File: src/rtl/seq_det_param.sv
// Parametrised serial pattern detector.
// A runtime-loadable PAT_W-bit pattern is matched against a qualified serial
// stream, with overlapping or non-overlapping detection. The match pulse is
// registered and lasts one cycle. A saturating counter tallies the matches.
// The release of reset is expected to be synchronous to clock; the upstream
// reset controller is responsible for that.

module seq_det_param #(
   parameter int unsigned            PAT_W   = 4,
   parameter logic [PAT_W-1:0]       PATTERN = 4'b1011,
   parameter logic                   OVERLAP = 1'b1,
   parameter int unsigned            CNT_W   = 8
) (
   input  logic             clock,
   input  logic             reset,
   input  logic             din,
   input  logic             din_valid,
   input  logic             cfg_load,
   input  logic [PAT_W-1:0] cfg_pattern,
   input  logic             cfg_overlap,
   input  logic             cnt_clr,
   output logic             dout,
   output logic [CNT_W-1:0] match_cnt,
   output logic             cnt_sat
);

   localparam int unsigned FILL_W = $clog2(PAT_W + 1);

   // fill must already hold PAT_W-1 bits for the incoming bit to complete a match
   localparam logic [FILL_W-1:0] FILL_HIT = FILL_W'(PAT_W - 1);
   localparam logic [FILL_W-1:0] FILL_MAX = FILL_W'(PAT_W);
   localparam logic [FILL_W-1:0] FILL_ONE = FILL_W'(1);
   localparam logic [CNT_W-1:0]  CNT_ONE  = CNT_W'(1);
   localparam logic [CNT_W-1:0]  CNT_MAX  = {CNT_W{1'b1}};

   logic [PAT_W-1:0] pat_q,   pat_d;
   logic             ovl_q,   ovl_d;
   logic [PAT_W-1:0] shreg_q, shreg_d;
   logic [FILL_W-1:0] fill_q, fill_d;
   logic             dout_q,  dout_d;
   logic [CNT_W-1:0] cnt_q,   cnt_d;
   logic             sat_q,   sat_d;

   logic [PAT_W-1:0] shreg_next_s;
   logic             hit_s;

   // Match is evaluated on the incoming bit so detection adds no latency.
   always_comb begin
      shreg_next_s = {shreg_q[PAT_W-2:0], din};
      hit_s        = din_valid & ~cfg_load & (shreg_next_s == pat_q) & (fill_q >= FILL_HIT);
   end

   // Configuration, history and fill tracking; cfg_load wins over din_valid.
   always_comb begin
      pat_d   = pat_q;
      ovl_d   = ovl_q;
      shreg_d = shreg_q;
      fill_d  = fill_q;
      if (cfg_load) begin
         pat_d   = cfg_pattern;
         ovl_d   = cfg_overlap;
         shreg_d = {PAT_W{1'b0}};
         fill_d  = {FILL_W{1'b0}};
      end else if (din_valid) begin
         shreg_d = shreg_next_s;
         if (hit_s && !ovl_q) begin
            // non-overlapping: the next match must be built from fresh bits
            fill_d = {FILL_W{1'b0}};
         end else if (fill_q < FILL_MAX) begin
            fill_d = fill_q + FILL_ONE;
         end else begin
            fill_d = fill_q;
         end
      end else begin
         // gap in the stream: everything holds, so gaps are transparent
         shreg_d = shreg_q;
         fill_d  = fill_q;
      end
   end

   // Match pulse and saturating counter; a clear beats a coincident hit.
   always_comb begin
      dout_d = hit_s;
      cnt_d  = cnt_q;
      if (cnt_clr) begin
         cnt_d = {CNT_W{1'b0}};
      end else if (hit_s && (cnt_q != CNT_MAX)) begin
         cnt_d = cnt_q + CNT_ONE;
      end else begin
         cnt_d = cnt_q;
      end
      sat_d = (cnt_d == CNT_MAX);
   end

   // State registers; reset drops all history and the outputs immediately.
   always_ff @(posedge clock or posedge reset) begin
      if (reset) begin
         pat_q   <= PATTERN;
         ovl_q   <= OVERLAP;
         shreg_q <= {PAT_W{1'b0}};
         fill_q  <= {FILL_W{1'b0}};
         dout_q  <= 1'b0;
         cnt_q   <= {CNT_W{1'b0}};
         sat_q   <= 1'b0;
      end else begin
         pat_q   <= pat_d;
         ovl_q   <= ovl_d;
         shreg_q <= shreg_d;
         fill_q  <= fill_d;
         dout_q  <= dout_d;
         cnt_q   <= cnt_d;
         sat_q   <= sat_d;
      end
   end

   assign dout      = dout_q;
   assign match_cnt = cnt_q;
   assign cnt_sat   = sat_q;

endmodule
File: config.mk
export PLATFORM = sky130hd
export DESIGN_NAME = seq_det_param
export DESIGN_NICKNAME = d
export VERILOG_FILES = /design/src/rtl/seq_det_param.sv
export SDC_FILE = /design/constraint.sdc
export NUM_CORES = 1
export LEC_CHECK = 0
export CAP_MARGIN = 10
export CORE_MARGIN = 2
export CORE_UTILIZATION = 25
export CTS_BUF_LIST = sky130_fd_sc_hd__clkbuf_4
export DETAILED_ROUTE_END_ITERATION = 8
export SLEW_MARGIN = 20
export SYNTH_ARGS = -nofsm -noshare
export SYNTH_HDL_FRONTEND = slang
export SYNTH_SLANG_ARGS = --single-unit
export TNS_END_PERCENT = 20
File: constraint.sdc
create_clock -name clock -period 2.2 [get_ports clock]
set_input_delay 0.55 -clock clock [delete_from_list [all_inputs] [get_ports clock]]
set_output_delay 0.55 -clock clock [all_outputs]
set_load 0.005 [all_outputs]
==> results of run 1 <==
==> flip-flops by register name, indices dropped and copies added (netlist names) <==
| register | count |
|---|---|
| pat_q | 4 |
| cnt_sat | 1 |
| fill_q | 3 |
| match_cnt | 8 |
| ovl_q | 1 |
| shreg_q | 3 |
| dout | 1 |
==> per-layer routing <==
metal  share of wire  wire length [um]  vias to the layer above
met3           0.037                88                        2
met5               0                 0                        -
met1            0.46              1100                      419
met4          0.0034                 8                        0
li1                -                 -                      438
met2            0.49              1170                       17
==> layout make-up <==
class                   instances  area share
flip-flops and latches         21       0.352
repair buffers                 26       0.163
multi-input cells              80       0.406
clock buffers                   4      0.0199
inverters                       6      0.0149
well taps                      54      0.0448
==> final timing paths <==
path	cells after the start	from	slack, ps	end
min	1	pat_q[2]	550	pat_q[2]
max	8	din	160	cnt_sat
max in group asynchronous	3	reset	1350	pat_q[0]
min in group asynchronous	3	reset	560	fill_q[2]
min reg2reg	1	pat_q[2]	550	pat_q[2]
max reg2reg	8	fill_q[0]	170	cnt_sat
==> repair_timing <==
action / 4_1_cts / 5_1_grt
buffers inserted: 0 / 0
hold buffers: 0 / 0
resized for setup: 0 / 1
endpoints found under the setup margin: 0 / 1
==> through the flow <==
step	total power [mW]	utilization	cells	worst slack, ps
finish	0.716	0.323	191	156
global route	0.753	0.323	191	-18.4
CTS	0.730	0.323	191	104
detailed placement	0.529	0.317	187	-167
global placement	0.525	0.317	187	-123
floorplan	0.494	-	111	290
==> worst max-delay path, delay by kind of cell <==
kind	cells	cell delay (ps)
xor+xnor	2	280
buf+inv	2	770
compound gates	1	270
simple gates	3	380
==> power breakdown <==
group	switching, mW	internal, mW	total (mW)
Clock	0.112	0.0829	0.194
Sequential	0.0157	0.407	0.422
Combinational	0.0438	0.0551	0.0989
==> layout by cell type, fill, tap and decap left out, types with 5 or more instances in the layout <==
| master | instances |
|---|---|
| mux2_2 | 5 |
| nor2_1 | 14 |
| clkdlybuf4s50_1 | 20 |
| buf_4 | 6 |
| a21oi_1 | 6 |
| dfrtp_1 | 17 |
| inv_1 | 6 |
==> cells by family after synthesis <==
kind of cell | count (synthesis) | synth area share
XOR/XNOR | 9 | 0.0948
multiplexers | 9 | 0.0811
adder cells (fa/ha/maj) | 3 | 0.0316
AND/OR/NAND/NOR | 43 | 0.207
flip-flops | 21 | 0.447
buffers and inverters | 10 | 0.0400
AO/OA/AOI/OAI | 16 | 0.0991
==> results.py, run 1 <==
metrics = {
    "status": {
        "status": "completed",
    },
    "logic_synthesis": {
        "synthCells": 111,
        "synth_ff_type": "dfrtp_1",
        "avgSynthCellArea_sq_um": 10.7,
        "yosys_warnings": 0,
        "synth.most_common_cell": "dfrtp_1",
        "ys_async_sr_fraction": 1.00,
        "synth_area_leader_cell": "dfrtp_1",
        "synth_area_sq_um": 1190,
        "ys_ff_latch": 21,
        "postSynthNetCount": 125,
        "synth_edf_count": 0,
        "yosysSeqAreaShare": 0.447,
        "synth_area_leaders": "dfrtp_1 36%, dfstp_2 8.9%, mux2_2 4.7%",
        "synth_cell_types": 42,
        "yosysTopAreaCellShare": 0.358,
        "synth_common_cells": "17 x dfrtp_1, 14 x nor2_1, 6 x a21oi_1, 6 x inv_1",
    },
    "final_layout": {
        "antenna_cells": 0,
        "finalInstanceArea_sq_um": 1510,
        "seqCellArea_sq_um": 531,
        "n_fill_cell": 475,
        "multi_input_area_sq_um": 612,
        "final_layout_size_suffix_gt1_frac": 0.212,
        "area_growth_pct": 27.0,
        "nNetsFinal": 152,
    },
    "clock_tree": {
        "cts_root_buffer": "clkbuf_4",
        "htree_levels": 1,
        "clk_latency_ps": 300,
        "cts.sinks": 21,
        "clockBufferDepth": 2,
        "cts_tree": "built",
        "numCtsBuffers": 3,
        "clkTransAtPathRegs_ps": 120,
    },
    "global_route": {
        "gr-total-overflow": 0,
        "grt_use_total": 0.0960,
        "grt_pass1_vias": 926,
        "met1_usage": 0.122,
        "grtUsageMet2": 0.167,
        "use_met3": 0.0166,
        "gr-max-usage-layer": "met2",
        "grt_max_degree": 22,
        "grt_pass1_wl_um": 4110,
        "antenna_found_initial": 0,
    },
    "detailed_routing": {
        "dr.pass1.iters": 4,
        "wl_per_cell_um": 12.4,
        "detailedRoute.firstIterationViolations": 37,
        "drc": 0,
        "vias": 876,
        "viasPerCell": 4.59,
        "drtAntennaViolNets": 0,
        "wirelength_um": 2370,
    },
    "placement": {
        "routabilityCongestion": 0.878,
        "hpwl_um": 1810,
        "dpl_cell_area_sq_um": 1480,
        "port_buffers": 20,
    },
    "floorplanning": {
        "pin_count": 21,
        "initial_core_util": 0.255,
        "rows": 25,
        "dieHeight_um": 72.9,
        "core-area_sq_um": 4660,
        "dieArea_sq_um": 5320,
        "die_x_um": 72.9,
    },
    "critical_path": {
        "worst_ep_arrival_time_ps": 2250,
        "worstSetupEndpointType": "flip-flop",
        "crit_type": "in2reg",
        "required_ps": 2400,
        "cp-start-kind": "primary input",
        "cpPeakStageDelay_ps": 580,
        "cp_max_fo": 5,
        "slowest_stage": "clkdlybuf4s50_1",
        "crit_chain": "clkdlybuf4s50_1, xnor2_4, nand4_4, a211oi_4, buf_4, xnor2_1, nor2_2, and4_1",
    },
    "sta": {
        "max_freq_mhz": 489,
        "finalCritPeriodShare": 0.929,
        "finalClockSkew_ps": 7.20,
        "slew_viol_final": 0,
        "whs_ps": 554,
        "worst_pin_slew_ps": 404,
        "slew_headroom": 0.724,
        "tns_ps": 0,
        "period_needed_ps": 2040,
        "hold_viol_final": 0,
        "setup_viol": 0,
    },
    "pwr": {
        "power_density_nw_per_um2": 475,
        "peakVddDrop_v": 0.000182,
        "p_leak_nw": 0.622,
    },
    "worst_hold_path": {
        "hold_class": "reg2reg",
    },
    "run": {
        "drv_cap": 0,
    },
}
Note: power is estimated with default switching activity, not from simulation.
==> run 2: changes to the inputs <==
GPL_ROUTABILITY_DRIVEN = 0   (was not set)
==> results of run 2 <==
No change in the layout: final DEF, timing and power equal those of run 1.
==> run 3: changes to the inputs <==
ABC_AREA = 1   (was not set)
CAP_MARGIN = not set   (was 10)
CORE_UTILIZATION = 50   (was 25)
PLACE_DENSITY = 0.76   (was not set)
==> results.py, run 3 <==
metrics = {
    "global_route": {
        "gr-max-usage-layer": "met2",
        "gr-total-overflow": 0,
        "antenna_found_initial": 0,
        "grt_use_total": 0.206,
        "grt_pass1_vias": 1061,
        "met1_usage": 0.271,
        "use_met3": 0.0328,
        "grt_max_degree": 22,
        "grtUsageMet2": 0.341,
        "grt_pass1_wl_um": 4370,
    },
    "critical_path": {
        "crit_top_cell": "nand2_1",
        "crit_type": "reg2reg",
        "cp-start-kind": "flip-flop",
        "required_ps": 2430,
        "cp_max_fo": 11,
        "worstSetupEndpointType": "flip-flop",
        "slowest_stage": "dfrtp_1",
        "crit_chain": "ha_1, ha_1, nor2_1, nand2_1, nand2_1, inv_1, nand2_1, o21ai_2, or2_2, o21ai_0",
        "cpPeakStageDelay_ps": 420,
        "path_delay_family": "simple AND/OR/NAND/NOR gates",
        "worst_ep_arrival_time_ps": 2200,
        "path_buf_inv": 1,
    },
    "final_layout": {
        "antenna_cells": 0,
        "seqCellArea_sq_um": 531,
        "final_layout_size_suffix_gt1_frac": 0.114,
        "layout_common_cells": "53 x nand2_1, 37 x inv_1, 20 x clkdlybuf4s50_1",
        "multi_input_area_sq_um": 573,
        "largest_register_ffs": 8,
        "finalInstanceArea_sq_um": 1540,
        "stdcell_count": 232,
        "area_growth_pct": 21.6,
        "nNetsFinal": 217,
        "mostFrequentLayoutCell": "nand2_1",
        "n_fill_cell": 214,
        "fin_util": 0.635,
    },
    "status": {
        "status": "completed",
    },
    "sta": {
        "whs_ps": 479,
        "rsz0062_at_grt": "no",
        "slew_headroom": 0.787,
        "finalCritPeriodShare": 0.897,
        "max_freq_mhz": 507,
        "finalClockSkew_ps": 3.06,
        "setup_viol": 0,
        "hold_viol_final": 0,
        "setup_ws_ps": 226,
        "worst_pin_slew_ps": 319,
        "tns_ps": 0,
        "period_needed_ps": 1970,
        "slew_viol_final": 0,
    },
    "logic_synthesis": {
        "synth_area_sq_um": 1270,
        "yosysSeqAreaShare": 0.418,
        "synth_edf_count": 0,
        "ys_async_sr_fraction": 1.00,
        "synth_area_leaders": "dfrtp_1 33%, nand2_1 16%, inv_1 11%",
        "synth.most_common_cell": "nand2_1",
        "avgSynthCellArea_sq_um": 7.17,
        "synth_common_cells": "53 x nand2_1, 37 x inv_1, 17 x dfrtp_1",
        "synth_area_leader_cell": "dfrtp_1",
        "ys_ff_latch": 21,
        "synthCells": 177,
        "yosysTopAreaCellShare": 0.335,
        "synth_cell_types": 26,
        "synth_ff_type": "dfrtp_1",
        "postSynthNetCount": 191,
        "yosys_warnings": 0,
    },
    "placement": {
        "pre_cts_slack_ps": 13.4,
        "post-place-cells": 228,
        "port_buffers": 20,
        "dpl_cell_area_sq_um": 1510,
        "hpwl_um": 2080,
    },
    "clock_tree": {
        "htree_levels": 1,
        "clockBufferDepth": 2,
        "numCtsBuffers": 3,
        "cts.sinks": 21,
        "cts_hold_buf": 0,
        "cts_tree": "built",
        "clkTransAtPathRegs_ps": 120,
        "clk_latency_ps": 300,
        "cts_root_buffer": "clkbuf_4",
    },
    "floorplanning": {
        "die_x_um": 54.4,
        "pin_count": 21,
        "dieArea_sq_um": 2960,
        "initial_core_util": 0.522,
        "core-area_sq_um": 2430,
        "dieHeight_um": 54.4,
        "rows": 18,
    },
    "detailed_routing": {
        "wl_per_cell_um": 11.3,
        "drtAntennaViolNets": 0,
        "wirelength_um": 2630,
        "dr.pass1.iters": 4,
        "detailedRoute.firstIterationViolations": 26,
        "viasPerCell": 5.01,
        "vias": 1163,
        "drc": 0,
    },
    "pwr": {
        "power_density_nw_per_um2": 522,
        "peakVddDrop_v": 0.000452,
        "p_total_uw": 806,
        "p_leak_nw": 0.831,
    },
    "worst_hold_path": {
        "hold_class": "reg2reg",
    },
    "run": {
        "drv_cap": 0,
    },
}
==> run 3: cell families after synthesis <==
group	count (synthesis)	synth area share
simple gates	96	0.347
buf+inv	41	0.131
flops	21	0.418
compound gates	14	0.0611
fa+ha+maj	3	0.0296
xor+xnor	2	0.0138
==> run 3: worst min-delay path, cell delays in order (launching register included) <==
cell and delay [ps]:
dfstp_2 390, nand2_1 50, nand2_1 40
==> run 3: worst paths after layout <==
check	endpoint	cells after the start	from	slack [ps]
setup / recovery	fill_q[0]	10	fill_q[0]	230
max in group asynchronous	pat_q[3]	3	reset	1350
min in group asynchronous	match_cnt[1]	3	reset	570
setup reg to reg	fill_q[0]	10	fill_q[0]	230
hold reg to reg	ovl_q	2	ovl_q	480
hold / removal	ovl_q	2	ovl_q	480
==> run 3: timing repair <==
action | CTS | global route
resized for setup | 0 | 1
setup endpoints to repair | 0 | 2
setup buffers | 0 | 0
==> run 3: report_power, final <==
part / switching, mW / total, mW / internal (mW) / leakage [nW]
logic: 0.103 / 0.170 / 0.0665 / 0.538
registers: 0.0219 / 0.440 / 0.418 / 0.274
clock network: 0.114 / 0.197 / 0.0829 / 0.0184
==> run 3: area by class of cell <==
class | instances | area share
tap | 30 | 0.0243
timing repair buffer | 24 | 0.149
sequential | 21 | 0.344
inverter | 38 | 0.0924
clock buffer | 4 | 0.0194
multi-input combinational | 115 | 0.371
==> run 3: per-layer routing <==
| metal | up-vias | part of all wire |
|---|---|---|
| li1 | 601 | - |
| met1 | 530 | 0.48 |
| met2 | 28 | 0.48 |
| met3 | 4 | 0.033 |
| met4 | 0 | 0.012 |
| met5 | - | 0 |
